$ cat config.mk
export PLATFORM = sky130hd
export DESIGN_NAME = mux_scan_capture
export DESIGN_NICKNAME = d
export VERILOG_FILES = /design/src/rtl/mux_scan_capture.sv
export SDC_FILE = /design/constraint.sdc
export NUM_CORES = 1
export LEC_CHECK = 0
export BUFFER_PORTS_ARGS = -buffer_cell sky130_fd_sc_hd__buf_2
export CORE_MARGIN = 2
export CORE_UTILIZATION = 32
export DETAILED_ROUTE_END_ITERATION = 8
export GPL_TIMING_DRIVEN = 0
export HOLD_SLACK_MARGIN = 0.08
export MAX_ROUTING_LAYER = met4
export PLACE_DENSITY_LB_ADDON = 0.25
export SYNTH_ARGS = -nofsm -noshare
export SYNTH_HDL_FRONTEND = slang
export SYNTH_SLANG_ARGS = --single-unit
$ cat constraint.sdc
create_clock -name clk -period 2 [get_ports clk]
set_input_delay 0.6 -clock clk [delete_from_list [all_inputs] [get_ports clk]]
set_output_delay 0.6 -clock clk [all_outputs]
set_load 0.02 [all_outputs]
$ cat src/rtl/mux_scan_capture.sv
// -----------------------------------------------------------------------------
// mux_scan_capture
//
// Sequencer and capture stage for an external 8-to-1 single-bit mux. The block
// steps the mux select from 0 to 7. After each select change it waits SETTLE
// cycles, then samples the mux output. The eight samples are packed into a
// byte (bit i = sample taken while sel == i). The byte is then offered
// downstream with a valid/ready handshake.
//
// Parameters
//   SETTLE    : extra wait cycles after each select change before sampling
//               (legal 0..15).
//
// Ports
//   clk       : clock, rising edge.
//   rst_n     : asynchronous active-low reset.
//   start     : request one 8-input scan. Only honoured in IDLE.
//   sel       : registered mux select.
//   q_in      : mux output. Combinational from sel and the mux data inputs.
//   data_out  : last completed word. Kept after the handshake.
//   valid     : data_out holds an unconsumed word.
//   ready     : downstream accepts the word when high together with valid.
//   busy      : high while scanning or holding a word.
// -----------------------------------------------------------------------------
module mux_scan_capture #(
  parameter int unsigned SETTLE = 1
) (
  input  logic       clk,
  input  logic       rst_n,
  input  logic       start,
  output logic [2:0] sel,
  input  logic       q_in,
  output logic [7:0] data_out,
  output logic       valid,
  input  logic       ready,
  output logic       busy
);

  typedef enum logic [1:0] {
    ST_IDLE = 2'd0,
    ST_SCAN = 2'd1,
    ST_HOLD = 2'd2
  } state_e;

  localparam logic [3:0] SETTLE_C = 4'(SETTLE);

  state_e     state_q,   state_d;
  logic [2:0] sel_q,     sel_d;
  logic [3:0] cnt_q,     cnt_d;
  logic [7:0] scratch_q, scratch_d;
  logic [7:0] data_q,    data_d;
  logic       valid_q,   valid_d;

  // Next-state logic for the scan sequencer and the capture registers.
  always_comb begin
    state_d   = state_q;
    sel_d     = sel_q;
    cnt_d     = cnt_q;
    scratch_d = scratch_q;
    data_d    = data_q;
    valid_d   = valid_q;

    case (state_q)
      ST_IDLE: begin
        sel_d = 3'd0;
        if (start) begin
          state_d   = ST_SCAN;
          cnt_d     = SETTLE_C;
          scratch_d = 8'h00;
        end else begin
          state_d = ST_IDLE;
        end
      end

      ST_SCAN: begin
        if (cnt_q != 4'd0) begin
          cnt_d = cnt_q - 4'd1;
        end else begin
          scratch_d[sel_q] = q_in;
          if (sel_q != 3'd7) begin
            sel_d = sel_q + 3'd1;
            cnt_d = SETTLE_C;
          end else begin
            // The last sample goes straight into the output word. It must
            // not wait a cycle in scratch first.
            data_d  = scratch_d;
            valid_d = 1'b1;
            sel_d   = 3'd0;
            state_d = ST_HOLD;
          end
        end
      end

      ST_HOLD: begin
        // start is deliberately not looked at here. A request on the
        // handshake edge is dropped, not queued.
        if (valid_q && ready) begin
          valid_d = 1'b0;
          state_d = ST_IDLE;
        end else begin
          state_d = ST_HOLD;
        end
      end

      default: begin
        state_d   = ST_IDLE;
        sel_d     = 3'd0;
        cnt_d     = 4'd0;
        scratch_d = 8'h00;
        valid_d   = 1'b0;
      end
    endcase
  end

  // State and datapath registers with asynchronous reset.
  always_ff @(posedge clk or negedge rst_n) begin
    if (!rst_n) begin
      state_q   <= ST_IDLE;
      sel_q     <= 3'd0;
      cnt_q     <= 4'd0;
      scratch_q <= 8'h00;
      data_q    <= 8'h00;
      valid_q   <= 1'b0;
    end else begin
      state_q   <= state_d;
      sel_q     <= sel_d;
      cnt_q     <= cnt_d;
      scratch_q <= scratch_d;
      data_q    <= data_d;
      valid_q   <= valid_d;
    end
  end

  assign sel      = sel_q;
  assign data_out = data_q;
  assign valid    = valid_q;
  assign busy     = (state_q != ST_IDLE);

endmodule

# --- Word-level counts from Yosys, hierarchy flattened ---
# Index checks and enable logic that the tools add are counted.
# Widths: inputs -> output; s select.
totals:
  word_cells: 55
  ff_bits: 26
  in_bits: 5
op_classes:
  reduce_logical: 11
  mux: 22
  order_cmp: 2
  addsub: 2
  eq_ne: 8
  n_bitwise: 4
op_table:
  columns: ["operator", "n"]
  rows:
  - ["$pmux 8 s3", 1]
  - ["$mux 8", 2]
  - ["$mux 4", 3]
  - ["$pmux 4 s3", 1]
  - ["$reduce_and 3->1", 3]
  - ["$bwmux 8", 1]
  - ["$ne 2x2->1 const B", 4]
  - ["$mux 2", 3]
  - ["$mux 3", 2]
  - ["$ne 3x3->1 const B", 2]
  - ["$pmux 2 s3", 1]
  - ["$pmux 3 s2", 1]
  - ["$mux 1", 5]
  - ["$lt 3x4->1 const B", 1]
  - ["$not 1->1", 4]
  - ["$reduce_and 2->1", 2]
  - ["$reduce_and 4->1", 1]
  - ["$reduce_bool 4->1", 1]
  - ["$sub 4x1->4 const B", 1]
  - ["$add 3x1->3 const B", 1]
  - ["$demux 1 s3", 1]
  - ["$ge 3x1->1 const B", 1]
  - ["$pmux 1 s3", 1]
  - ["$eq 2x1->1 const B", 1]
  - ["4 further kinds", 5]

# --- Logic depth before layout (Yosys ltp) ---
depth:
  word_depth: 7
  mapped_depth: 6
  ltp_nobuf: 5

# --- Least setup slack after synthesis ---
# No wires, ideal clock.
synth_timing:
  path_kind: "flip-flop to flip-flop"
  from: "register sel_q[1], in the netlist sel[1]"
  to: "register data_q[0], in the netlist data_out[0]"
  setup_ns: 0.125
  path_stages_with_launch: 7
  n_path_buf: 1
  period_less_slack_ns: 1.927
  required_ns: 1.875
  arrival_ns: 1.802
  slack_ns: 0.073
  cell_sequence: "dfrtp_1 -> ha_1 -> ha_1 -> clkbuf_1 -> inv_1 -> nor3_4 -> mux2_4"
synth_via:
  elab_chain_len: 5
  word_cells_on_any_way: 9
  cone_classes: "order compare: 2; eq/ne: 1; mux: 3; bitwise: 1; reduce/logical: 2"
synth_lines:
  columns: ["element", "line", "rtl"]
  rows:
  - ["start: declaration", "48", "logic [2:0] sel_q, sel_d;"]
  - ["start signal: assignment", "126", "sel_q <= sel_d;"]
  - ["$lt 3x4->1 (implied by the code) or $ge 3x1->1 (tied branches)", "79", "scratch_d[sel_q] = q_in;"]
  - ["$logic_and 1x1->1 (implied by the code)", "79", null]
  - ["$mux 1 (implied by the code)", "79", null]
  - ["$demux 1 s3", "79", null]
  - ["$bwmux 8", "79", null]
  - ["end signal: assignment", "129", "data_q <= data_d;"]
  - ["end: declaration", "51", "logic [7:0] data_q, data_d;"]
# Several ways; a longest one is shown, not always the timed one.
# A chain may end at the register's enable or synchronous reset.

# --- Worst setup path after layout ---
layout_timing:
  from: "register cnt_q[0]"
  to: "register data_q[0], in the netlist data_out[0]"
layout_via:
  elab_chain_len: 3
layout_lines:
  columns: ["element", "line", "rtl"]
  rows:
  - ["start: declaration", "49", "logic [3:0] cnt_q, cnt_d;"]
  - ["start signal: assignment", "127", "cnt_q <= cnt_d;"]
  - ["$reduce_bool 4->1", "76", "if (cnt_q != 4'd0) begin"]
  - ["$not 1->1 (no source line)", null, null]
  - ["$reduce_and 3->1 (no source line)", null, null]
# Every way passes these cells.

==> impl_metrics.ini <==
[place]
gp_congestion = 0.781
hpwlAfterDp_mm = 1.95
placed_area_mm2 = 0.00147
port_buffers = 17
post-place-ws_ps = -193

[setup_path]
endpoint_kind = flip-flop
path_max_fanout = 6
startpoint_type = flip-flop
critPathArrivalTime_ps = 2070
critical_path_class = reg2reg
required_ps = 2160

[floorplanning]
initial_core_util_pct = 33.2
die_y_um = 68.2
placementRows = 23
die_width_um = 68.2
dieArea_mm2 = 0.00465
pin_count = 18
coreArea_mm2 = 0.00397

[finish]
area_growth_pct = 19.2
nFillCells = 404
num_antenna_cells = 0
drive_above_1_share_pct = 25.2
postLayoutCoreUtil_pct = 39.5
seqCellArea_um2 = 651
fin_area_mm2 = 0.00157
multi_input_area_um2 = 614
fin_nets = 153

[yosys]
yosysUniqueCellTypes = 34
synth_ff_type = dfrtp_1
yosysSeqAreaShare_pct = 49.4
yosys_warnings = 0
yosysMostFrequentCell = dfrtp_1
synth_edf_count = 0
syn_area_mm2 = 0.00132
syn-num-nets = 128
synth_commonest_cells = dfrtp_1 (26), a21oi_1 (8), clkbuf_1 (8)
syn_inst = 119
ys_seq_elements = 26
synth_largest_area_cell = dfrtp_1
async_flop_share_pct = 100
synth.area.top_cells = dfrtp_1 (49%), mux2i_1 (4.6%), o2bb2ai_1 (4.0%), ha_1 (3.8%), a21oi_1 (3.0%)
synth_area_per_cell_um2 = 11.1
netlist.area_leader.share_pct = 49.4

[cts]
clk_latency_ps = 270
cts_buffers = 3
clk_pin_slew_ps = 90
cts_tree = done
htree_levels = 1
clockBufferDepth = 2
root_buffer = clkbuf_8
cts-hold-fix-buffers = 0
cts.sinks = 26

[global_route]
antenna_found_initial = 0
grt_overflow = 0
grt_pass1_vias = 1031
grt_pass1_wl_mm = 4.96
grt_use_total_pct = 14.7
grt_max_degree = 27

[timing]
setup_ws_ps = 88.6
period_minus_slack_ps = 1910
tightest_slew_ps = 683
whs_ps = 314
rsz0062_at_grt = true
finalHoldViolations = 0
slew_viol_final = 0
fin_setup_tns_ps = 0
setup_viol = 0
fin_crit_sh_pct = 95.6
relSlewSlack_pct = 54.5
finalClockSkew_ps = 1.67
max_freq_mhz = 523

[routing]
highest_layer = met4
antenna_left = 0
routed-wl-met3_um = 152
met1_length_mm = 1.39
viasPerCell = 5.26
vias = 1015
routed_wl_mm = 2.83
drtIter0Drc = 39
drc = 0
wl_met2_mm = 1.25
wl_per_cell_um = 14.7
first_pass_iters = 4

[min_path]
holdCritPathClass = in2async

[pwr]
combPwrFrac_pct = 42.8
p_switching_uw = 791
powerDensity_mw_per_mm2 = 1370
leakage_nw = 0.699
ir_drop_v = 0.000563
p_int_mw = 1.37
clockPowerShare_pct = 20.2
swShare_pct = 36.7
seq_power_share_pct = 37.0

[flow_run]
drv_cap = 0

[outcome]
outcome = completed
==> routing by layer <==
metal,vias to the layer above,global-route usage [%]
li1,498,-
met1,488,19.6
met2,24,22.5
met3,5,3.13
met4,0,4.75
met5,-,-
==> layout make-up <==
type | count | share of cell area (%)
multi-input cells | 78 | 39.1
clock inverters | 1 | 1.91
flip-flops and latches | 26 | 41.4
repair buffers | 20 | 6.85
clock buffers | 3 | 2.63
well taps | 50 | 3.98
inverters | 6 | 1.43
plain buffers | 9 | 2.63
==> worst max-delay path, stage by stage, from the launching register on <==
cell and delay, ps:
dfrtp_1 410, inv_2 90, ha_1 160, or3b_1 350, buf_4 170, nor3_4 300, mux2_4 330
==> final timing paths <==
check	slack (ps)	cells after the start	start	to
max	90	6	cnt_q[0]	data_out[0]
min	310	1	rst_n	data_out[6]
max reg2reg	90	6	cnt_q[0]	data_out[0]
min reg2reg	490	1	scratch_q[0]	scratch_q[0]
max in group asynchronous	1310	1	rst_n	valid
min in group clk	490	1	scratch_q[0]	scratch_q[0]
==> repair_timing <==
item                       in CTS  in global routing
pin swaps                       1                  1
buffers inserted                2                  1
setup endpoints to repair       8                 10
resized for setup               2                  7
==> logic make-up (layout without fill, tap and decap cells) <==
family	count (synthesis)	count (layout)	share of synthesized area (%)
adder cells (fa/ha/maj)	4	4	3.80
buffers and inverters	15	39	4.37
flip-flops	26	26	49.4
AND/OR/NAND/NOR	28	28	14.0
multiplexers	11	11	9.40
AO/OA/AOI/OAI	35	35	19.1
==> per-stage QoR <==
| stage | power (mW) | std cells |
|---|---|---|
| floorplan | 1.47 | 119 |
| global route | 2.32 | 193 |
| CTS | 2.15 | 192 |
| detailed placement | 1.71 | 186 |
| finish | 2.16 | 193 |
| global placement | 1.67 | 186 |
==> power by group through the flow <==
stage / sequential (mW) / combinational [mW] / clock, mW
after floorplan: 0.857 / 0.611 / 0
after global placement: 0.795 / 0.879 / 0
after detailed placement: 0.806 / 0.901 / 0
after CTS: 0.800 / 0.908 / 0.444
after global routing: 0.824 / 1.03 / 0.462
final: 0.799 / 0.923 / 0.436
==> layout by cell type, fill, tap and decap left out, types with 5 or more instances in the layout <==
master and instances:
a31oi_1 6, o2bb2ai_1 6, a21oi_1 8, dfrtp_1 26, buf_2 17, inv_1 5, clkbuf_1 5, mux2i_1 6
==> sequential cells by signal (all words and copies together) (netlist names) <==
name	flops
data_out	8
cnt_q	4
valid	1
scratch_q	8
sel	3
state_q	2
Power figures use the tool's default switching activity.
